`config.mk`:
```
export PLATFORM = sky130hd
export DESIGN_NAME = vga_fb_arbiter
export DESIGN_NICKNAME = d
export VERILOG_FILES = /design/src/rtl/vga_fb_arbiter.sv
export SDC_FILE = /design/constraint.sdc
export NUM_CORES = 1
export LEC_CHECK = 0
export CAP_MARGIN = 20
export CORE_MARGIN = 4
export CORE_UTILIZATION = 30
export CTS_BUF_LIST = sky130_fd_sc_hd__clkbuf_16
export DETAILED_ROUTE_END_ITERATION = 10
export PLACE_DENSITY = 0.56
export SETUP_SLACK_MARGIN = 0.02
export SYNTH_ARGS = -nofsm -noshare
export SYNTH_HDL_FRONTEND = slang
export SYNTH_SLANG_ARGS = --single-unit
```
`constraint.sdc`:
```
create_clock -name clk -period 9.4 [get_ports clk]
set_input_delay 2.82 -clock clk [delete_from_list [all_inputs] [get_ports clk]]
set_output_delay 2.82 -clock clk [all_outputs]
set_load 0.03 [all_outputs]
```
`src/rtl/vga_fb_arbiter.sv`:
```
// Framebuffer RAM arbiter: VGA scan-out fetch, full-buffer clear engine and pixel writer
// share one single-port RAM; scan-out owns every fetch slot, sync/colour are 2-cycle aligned.
module vga_fb_arbiter #(
    parameter int unsigned FB_W   = 160,
    parameter int unsigned FB_H   = 120,
    parameter int unsigned DATA_W = 8,
    parameter int unsigned ADDR_W = 15
) (
    input  logic              clk,
    input  logic              reset,
    input  logic [9:0]        x,
    input  logic [9:0]        y,
    input  logic              hs,
    input  logic              vs,
    output logic              hs_out,
    output logic              vs_out,
    output logic [DATA_W-1:0] rgb,
    output logic [ADDR_W-1:0] ram_addr,
    output logic              ram_we,
    output logic [DATA_W-1:0] ram_wdata,
    input  logic [DATA_W-1:0] ram_rdata,
    input  logic              wr_valid,
    output logic              wr_ready,
    input  logic [7:0]        wr_x,
    input  logic [6:0]        wr_y,
    input  logic [DATA_W-1:0] wr_data,
    input  logic              clear_req,
    input  logic [DATA_W-1:0] clear_color,
    output logic              clear_busy,
    output logic              clear_done
);

    localparam int unsigned H_ACT   = 640;
    localparam int unsigned V_ACT   = 480;
    localparam int unsigned FB_SIZE = FB_W * FB_H;

    localparam logic [0:0] IDLE  = 1'b0;
    localparam logic [0:0] CLEAR = 1'b1;

    logic              active;
    logic              fetch;
    logic [ADDR_W-1:0] fetch_addr;
    logic [ADDR_W-1:0] wr_addr;
    logic              wr_in_range;
    logic              wr_xfer;
    logic              clr_wr;
    logic              clr_last;

    logic [0:0]        state_q, state_d;
    logic [ADDR_W-1:0] cnt_q, cnt_d;
    logic [DATA_W-1:0] color_q, color_d;
    logic              busy_q;
    logic              done_q;

    logic              active_q, fetch_q, hs_q, vs_q;
    logic              hs_out_q, vs_out_q;
    logic [DATA_W-1:0] hold_q, rgb_q;

    assign active     = (32'(x) < H_ACT) && (32'(y) < V_ACT);
    assign fetch      = active && (x[1:0] == 2'b00);
    assign fetch_addr = ADDR_W'(y >> 2) * ADDR_W'(FB_W) + ADDR_W'(x >> 2);

    assign wr_addr     = ADDR_W'(wr_y) * ADDR_W'(FB_W) + ADDR_W'(wr_x);
    assign wr_in_range = (32'(wr_x) < FB_W) && (32'(wr_y) < FB_H);
    assign wr_ready    = !reset && (state_q == IDLE) && !fetch;
    assign wr_xfer     = wr_valid && wr_ready;

    assign clr_wr   = !reset && (state_q == CLEAR) && !fetch;
    assign clr_last = clr_wr && (cnt_q == ADDR_W'(FB_SIZE - 1));

    // RAM slot: fetch > clear > writer; an idle slot presents the fetch address
    always_comb begin
        ram_addr  = fetch_addr;
        ram_we    = 1'b0;
        ram_wdata = '0;
        if (clr_wr) begin
            ram_addr  = cnt_q;
            ram_we    = 1'b1;
            ram_wdata = color_q;
        end else if (wr_xfer) begin
            ram_addr  = wr_addr;
            ram_we    = wr_in_range;
            ram_wdata = wr_data;
        end
    end

    always_comb begin
        state_d = state_q;
        cnt_d   = cnt_q;
        color_d = color_q;
        case (state_q)
            IDLE: begin
                if (clear_req) begin
                    state_d = CLEAR;
                    cnt_d   = '0;
                    color_d = clear_color;
                end
            end
            CLEAR: begin
                if (clr_last) begin
                    state_d = IDLE;
                    cnt_d   = '0;
                end else if (clr_wr) begin
                    cnt_d = cnt_q + ADDR_W'(1);
                end
            end
            default: state_d = IDLE;
        endcase
    end

    always_ff @(posedge clk) begin
        if (reset) begin
            state_q <= IDLE;
            cnt_q   <= '0;
            color_q <= '0;
            busy_q  <= 1'b0;
            done_q  <= 1'b0;
        end else begin
            state_q <= state_d;
            cnt_q   <= cnt_d;
            color_q <= color_d;
            busy_q  <= (state_d == CLEAR);
            done_q  <= clr_last;
        end
    end

    // Two-stage pixel pipeline; the fetched word is reused for the next 3 pixels
    always_ff @(posedge clk) begin
        if (reset) begin
            active_q <= 1'b0;
            fetch_q  <= 1'b0;
            hs_q     <= 1'b1;
            vs_q     <= 1'b1;
            hold_q   <= '0;
            rgb_q    <= '0;
            hs_out_q <= 1'b1;
            vs_out_q <= 1'b1;
        end else begin
            active_q <= active;
            fetch_q  <= fetch;
            hs_q     <= hs;
            vs_q     <= vs;
            if (fetch_q) begin
                hold_q <= ram_rdata;
            end
            rgb_q    <= !active_q ? '0 : (fetch_q ? ram_rdata : hold_q);
            hs_out_q <= hs_q;
            vs_out_q <= vs_q;
        end
    end

    assign hs_out     = hs_out_q;
    assign vs_out     = vs_out_q;
    assign rgb        = rgb_q;
    assign clear_busy = busy_q;
    assign clear_done = done_q;

endmodule

```
### Word level (Yosys, flattened, before mapping)

Index checks and enable logic that the tools add are counted.

* multipliers: 2
* magnitude comparators: 4
* bitwise operators: 2
* add/subtract/negate cells: 3
* reduce and logical (&&, ||, !) cells: 15
* equality and inequality tests: 3
* muxes and demuxes: 14

Operators by type and width (number)
* $mux W15: 5
* $add A15 B8 Y15: 2
* $pmux W15 S2: 1
* $mux W8: 3
* $add A15 B1 Y15 const B: 1
* $eq A15 B15 Y1 const B: 1
* $lt A10 B10 Y1 const B: 1
* $lt A10 B9 Y1 const B: 1
* $mul A7 B3 Y10 const B: 1
* $mul A8 B3 Y10 const B: 1
* $logic_and A1 B1 Y1: 9
* $lt A8 B8 Y1 const B: 1
* $lt A7 B7 Y1 const B: 1
* $mux W1: 4
* $reduce_and A2 Y1: 2
* $ne A3 B3 Y1 const B: 1
* $logic_not A1 Y1: 2
* $logic_not A2 Y1: 1
* $ne A2 B2 Y1 const B: 1
* $not A1 Y1: 2
* $pmux W1 S2: 1
* $reduce_or A2 Y1: 1

* output and inout bits: 37
* flip-flop bits (word level): 47
* bits of input ports: 65
* logic and storage cells: 55

### Logic depth before layout (Yosys ltp)

* depth in word-level cells: 8
* depth in mapped cells: 10
* mapped depth without buffers: 10

### Worst setup path after synthesis

Ideal clock, no wire load.

* path kind: input -> output
* start point: in wr_y[1]
* end point: out ram_addr[12]
* data arrival time: 5.453 ns
* stages on the path: 10
* data required time: 6.580 ns
* buffers on the path: 0
* setup slack: 1.127 ns
* cells stage by stage: ha_1 -> ha_1 -> inv_1 -> fa_1 -> nand2b_1 -> nor2_1 -> nor4b_1 -> xnor2_1 -> nor2_1 -> a311oi_1

* word-level cells in the longest chain between the ends: 4

RTL lines
* from (decl): line 25 `input logic [6:0] wr_y,`
* $mul A7 B3 Y10: line 63 `assign wr_addr = ADDR_W'(wr_y) * ADDR_W'(FB_W) + ADDR_W'(wr_x);`
* $add A15 B8 Y15: line 63
* $mux W15: line 80 `end else if (wr_xfer) begin`
* $mux W15: line 76 `if (clr_wr) begin`
* to (decl): line 18 `output logic [ADDR_W-1:0] ram_addr,`

No other way between the ends.

### Worst setup path after layout

* start point: in y[3]
* end point: out ram_addr[14]

* word-level cells in the longest chain between the ends: 8
* elaborated cells between the ends (all ways): 11
* classes of those cells: add/sub: 1; mul: 1; order compare: 1; mux: 2; reduce/logical: 6

RTL lines
* from (decl): line 12 `input logic [9:0] y,`
* parallel branches: the longest is 7 deep, another holds $add A15 B8 Y15
* $mux W15 *: line 76

Mark *: on every way between the ends.

==> flow_metrics.tcl <==
set metrics [dict create \
    status "finished clean" \
    holdCritStartpoint "hs_q$_SDFF_PP1_" \
    critPathMaxFanout 3 \
    syn_to_final_growth_pct 38.40 \
    maxCapViolCount 0 \
    synthCells 395 \
    die_area_mm2 0.01278 \
    r2r_slack_ns 7.39 \
    dieHeight_um 113.1 \
    relSlewSlack 0.5722 \
    mostFrequentLayoutCells "99 x clkdlybuf4s50_1, 51 x nor2_1, 47 x dfxtp_1, 43 x nand2_1, 29 x ha_1" \
    yosysWarnings 0 \
    antenna_found_initial 0 \
    p_comb_frac 0.359 \
    hold_buffers 0 \
    place_worst_setup_slack_ns 0.1456 \
    cp_data_arrival_time_ns 6.28 \
    crit_start "y[3]" \
    root_buffer "clkbuf_16" \
    switching_power_uw 205.2 \
    multi_input_area_mm2 0.002220 \
    end_kind "primary output" \
    htreeDepth 2 \
    io_buffers 99 \
    fin_tns_setup_ns 0 \
    r2r_cells 7 \
    drt-initial-drc-count 160 \
    clk_latency_ns 0.29 \
    r2r_end "cnt_q[2]$_SDFFE_PP0P_" \
    synth_seq_cells 47 \
    p_int_uw 437.1 \
    ant_nets 0 \
    syn-num-nets 493 \
    crit_type "in2out" \
    grt_pass1_vias 3016 \
    leakage_uw 0.001772 \
    drv_slew 0 \
    drive_above_1_share 0.07157 \
    die_w_um 113.1 \
    fmax_mhz 109.8 \
    worstMarginPinSlew_ns 0.6403 \
    final_common_cell "clkdlybuf4s50_1" \
    cts_resized 0 \
    finalCriticalPeriod_ns 9.104 \
    cts_buffers 5 \
    post_drt_via_cell_ratio 4.762 \
    grt_first_pass_wirelength_um 14340 \
    synth_edf_count 0 \
    fillerInstances 1141 \
    required_ns 6.58 \
    grt-ovfl-total 0 \
    setup_viol 0 \
    period_share 0.9685 \
    hold_class "reg2reg" \
    postCtsSetupBuffers 0 \
    placed_cell_area_mm2 0.004403 \
    hpwl_um 6935 \
    cp-endpoint "ram_addr[14]" \
    async_flop_share 0 \
    critPathLaunchType "primary input" \
    syn_avg_cell_area_um2 8.381 \
    cts_tree "built" \
    routed_wl_um 8679 \
    syn-cell-area_mm2 0.003311 \
    hold_viol 0 \
    p_seq_frac 0.323 \
    vdd_drop_max_mv 0.08505 \
    cts.sinks 47 \
    grt_util_all_layers 0.1344 \
    core_area_mm2 0.01084 \
    rr_startpoint "cnt_q[0]$_SDFFE_PP0P_" \
    rsz0062_at_grt "false" \
    rows 38 \
    power_density_mw_per_mm2 140.2 \
    layout_setup_ws_ns 0.2957 \
    fin_worst_skew_ns 0.005263 \
    regArea_um2 940.9 \
    grt_max_degree 26 \
    cts_buffer_depth 2 \
    nNetsFinal 586 \
    switching_share 0.3195 \
    n_antenna_cell 0 \
    pwr-share-clk 0.318 \
    drt_pass1_iterations 4 \
    ios 102 \
    drc 0 \
    synth.lib_cells_used.distinct 60 \
    initial_core_util 0.3054 \
    min_path_cells 1 \
    path_clk_slew_ns 0.07 \
    post_drt_wl_per_cell_um 13.80 \
    place_congestion 0.8194 \
    ys_seq_area_frac 0.2842 \
    vias 2995 \
    ys.flop_type "dfxtp_1" \
    stdcell_area_mm2 0.004582 \
]
-- critical path: stages --
cell	delay (ns)
clkdlybuf4s50_1	0.47
ha_1	0.32
ha_1	0.21
inv_1	0.07
fa_1	0.44
nand2b_1	0.18
nor4_1	0.29
o211ai_1	0.20
nor3_1	0.22
xor2_1	0.11
a31oi_1	0.23
clkdlybuf4s50_1	0.72
-- layout make-up --
| cell class | count | area share |
|---|---|---|
| Sequential cell | 47 | 0.2054 |
| Inverter | 16 | 0.01311 |
| Multi-Input combinational cell | 316 | 0.4844 |
| Clock buffer | 5 | 0.02731 |
| Timing Repair Buffer | 102 | 0.2212 |
| Clock inverter | 3 | 0.01038 |
| Tap cell | 140 | 0.03823 |
-- sequential cells by signal (all words and copies together), names as in the netlist --
signal / flops
clear_busy: 1
vs_q: 1
hold_q: 8
fetch_q: 1
rgb: 8
hs_q: 1
color_q: 8
hs_out: 1
active_q: 1
vs_out: 1
cnt_q: 15
clear_done: 1
-- synth_stat cells (2+ instances only) --
cell type | instances | share of area
or2_2 | 5 | 0.0094
o21ai_0 | 13 | 0.020
o211ai_1 | 3 | 0.0068
a21oi_1 | 18 | 0.027
buf_4 | 2 | 0.0045
o2bb2ai_1 | 2 | 0.0053
inv_1 | 16 | 0.018
clkbuf_1 | 8 | 0.0091
nor4b_1 | 4 | 0.011
ha_1 | 29 | 0.11
a31oi_1 | 10 | 0.019
nand2_1 | 43 | 0.049
fa_1 | 4 | 0.024
nand2b_1 | 6 | 0.011
xnor2_1 | 18 | 0.048
buf_6 | 2 | 0.0068
and2_1 | 9 | 0.017
nor4b_2 | 2 | 0.0091
nand4_1 | 6 | 0.011
a22o_1 | 8 | 0.021
nor3b_1 | 2 | 0.0045
buf_2 | 2 | 0.0030
nor3_1 | 7 | 0.011
a21o_1 | 2 | 0.0045
nand3_1 | 8 | 0.012
and3_2 | 2 | 0.0045
nor4_1 | 2 | 0.0038
a211oi_1 | 2 | 0.0045
xor2_1 | 15 | 0.040
or3b_2 | 2 | 0.0053
nor2_1 | 51 | 0.058
dfxtp_1 | 47 | 0.28
mux2i_1 | 10 | 0.030
nor2b_1 | 5 | 0.0094
o21a_1 | 3 | 0.0068
o21ai_1 | 3 | 0.0045
-- power by group through the flow --
stage          clock network (uW)  logic, uW  registers (uW)
3_5_place_dp                    0        231             212
6_report                      204        231             207
2_1_floorplan                   0        145             212
3_3_place_gp                    0        229             212
4_1_cts                       211        233             207
5_1_grt                       218        250             208
-- cell families (layout without fill, tap and decap cells) --
family,Yosys count,count (layout),synth area share
and+or+nand+nor,164,164,0.2555
AOI/OAI and AO/OA,76,76,0.1618
DFF,47,47,0.2842
adders and majority gates,33,33,0.1338
xor gates and xnor gates,33,33,0.08730
buffers and inverters,32,126,0.04724
muxes,10,10,0.03024
-- per-stage QoR --
step / total power (uW) / utilization / hold slack (ns) / cells
finish: 642.4 / 0.4227 / 0.4093 / 629
global route: 676.6 / 0.4227 / 0.4330 / 629
CTS: 650.9 / 0.4221 / 0.4131 / 629
detailed placement: 443.1 / 0.4062 / 0.3961 / 621
global placement: 441.3 / 0.4062 / 0.3905 / 621
floorplan: 356.9 / - / 0.3895 / 395
-- per-layer routing --
layer  vias up  track usage  wire (um)
met1      1377       0.1721       4117
met5         -            0          0
li1       1560            -          -
met3         6      0.01818        254
met4         0      0.03526         91
met2        52       0.2374       4216
-- worst min path at each step --
stage                   endpoint  slack (ns)
2_1_floorplan  hs_out$_SDFF_PP1_        0.39
3_3_place_gp   hs_out$_SDFF_PP1_        0.39
3_5_place_dp   vs_out$_SDFF_PP1_        0.40
4_1_cts        vs_out$_SDFF_PP1_        0.41
5_1_grt        vs_out$_SDFF_PP1_        0.43
6_report       hs_out$_SDFF_PP1_        0.41
(Power assumes the default switching activity.)
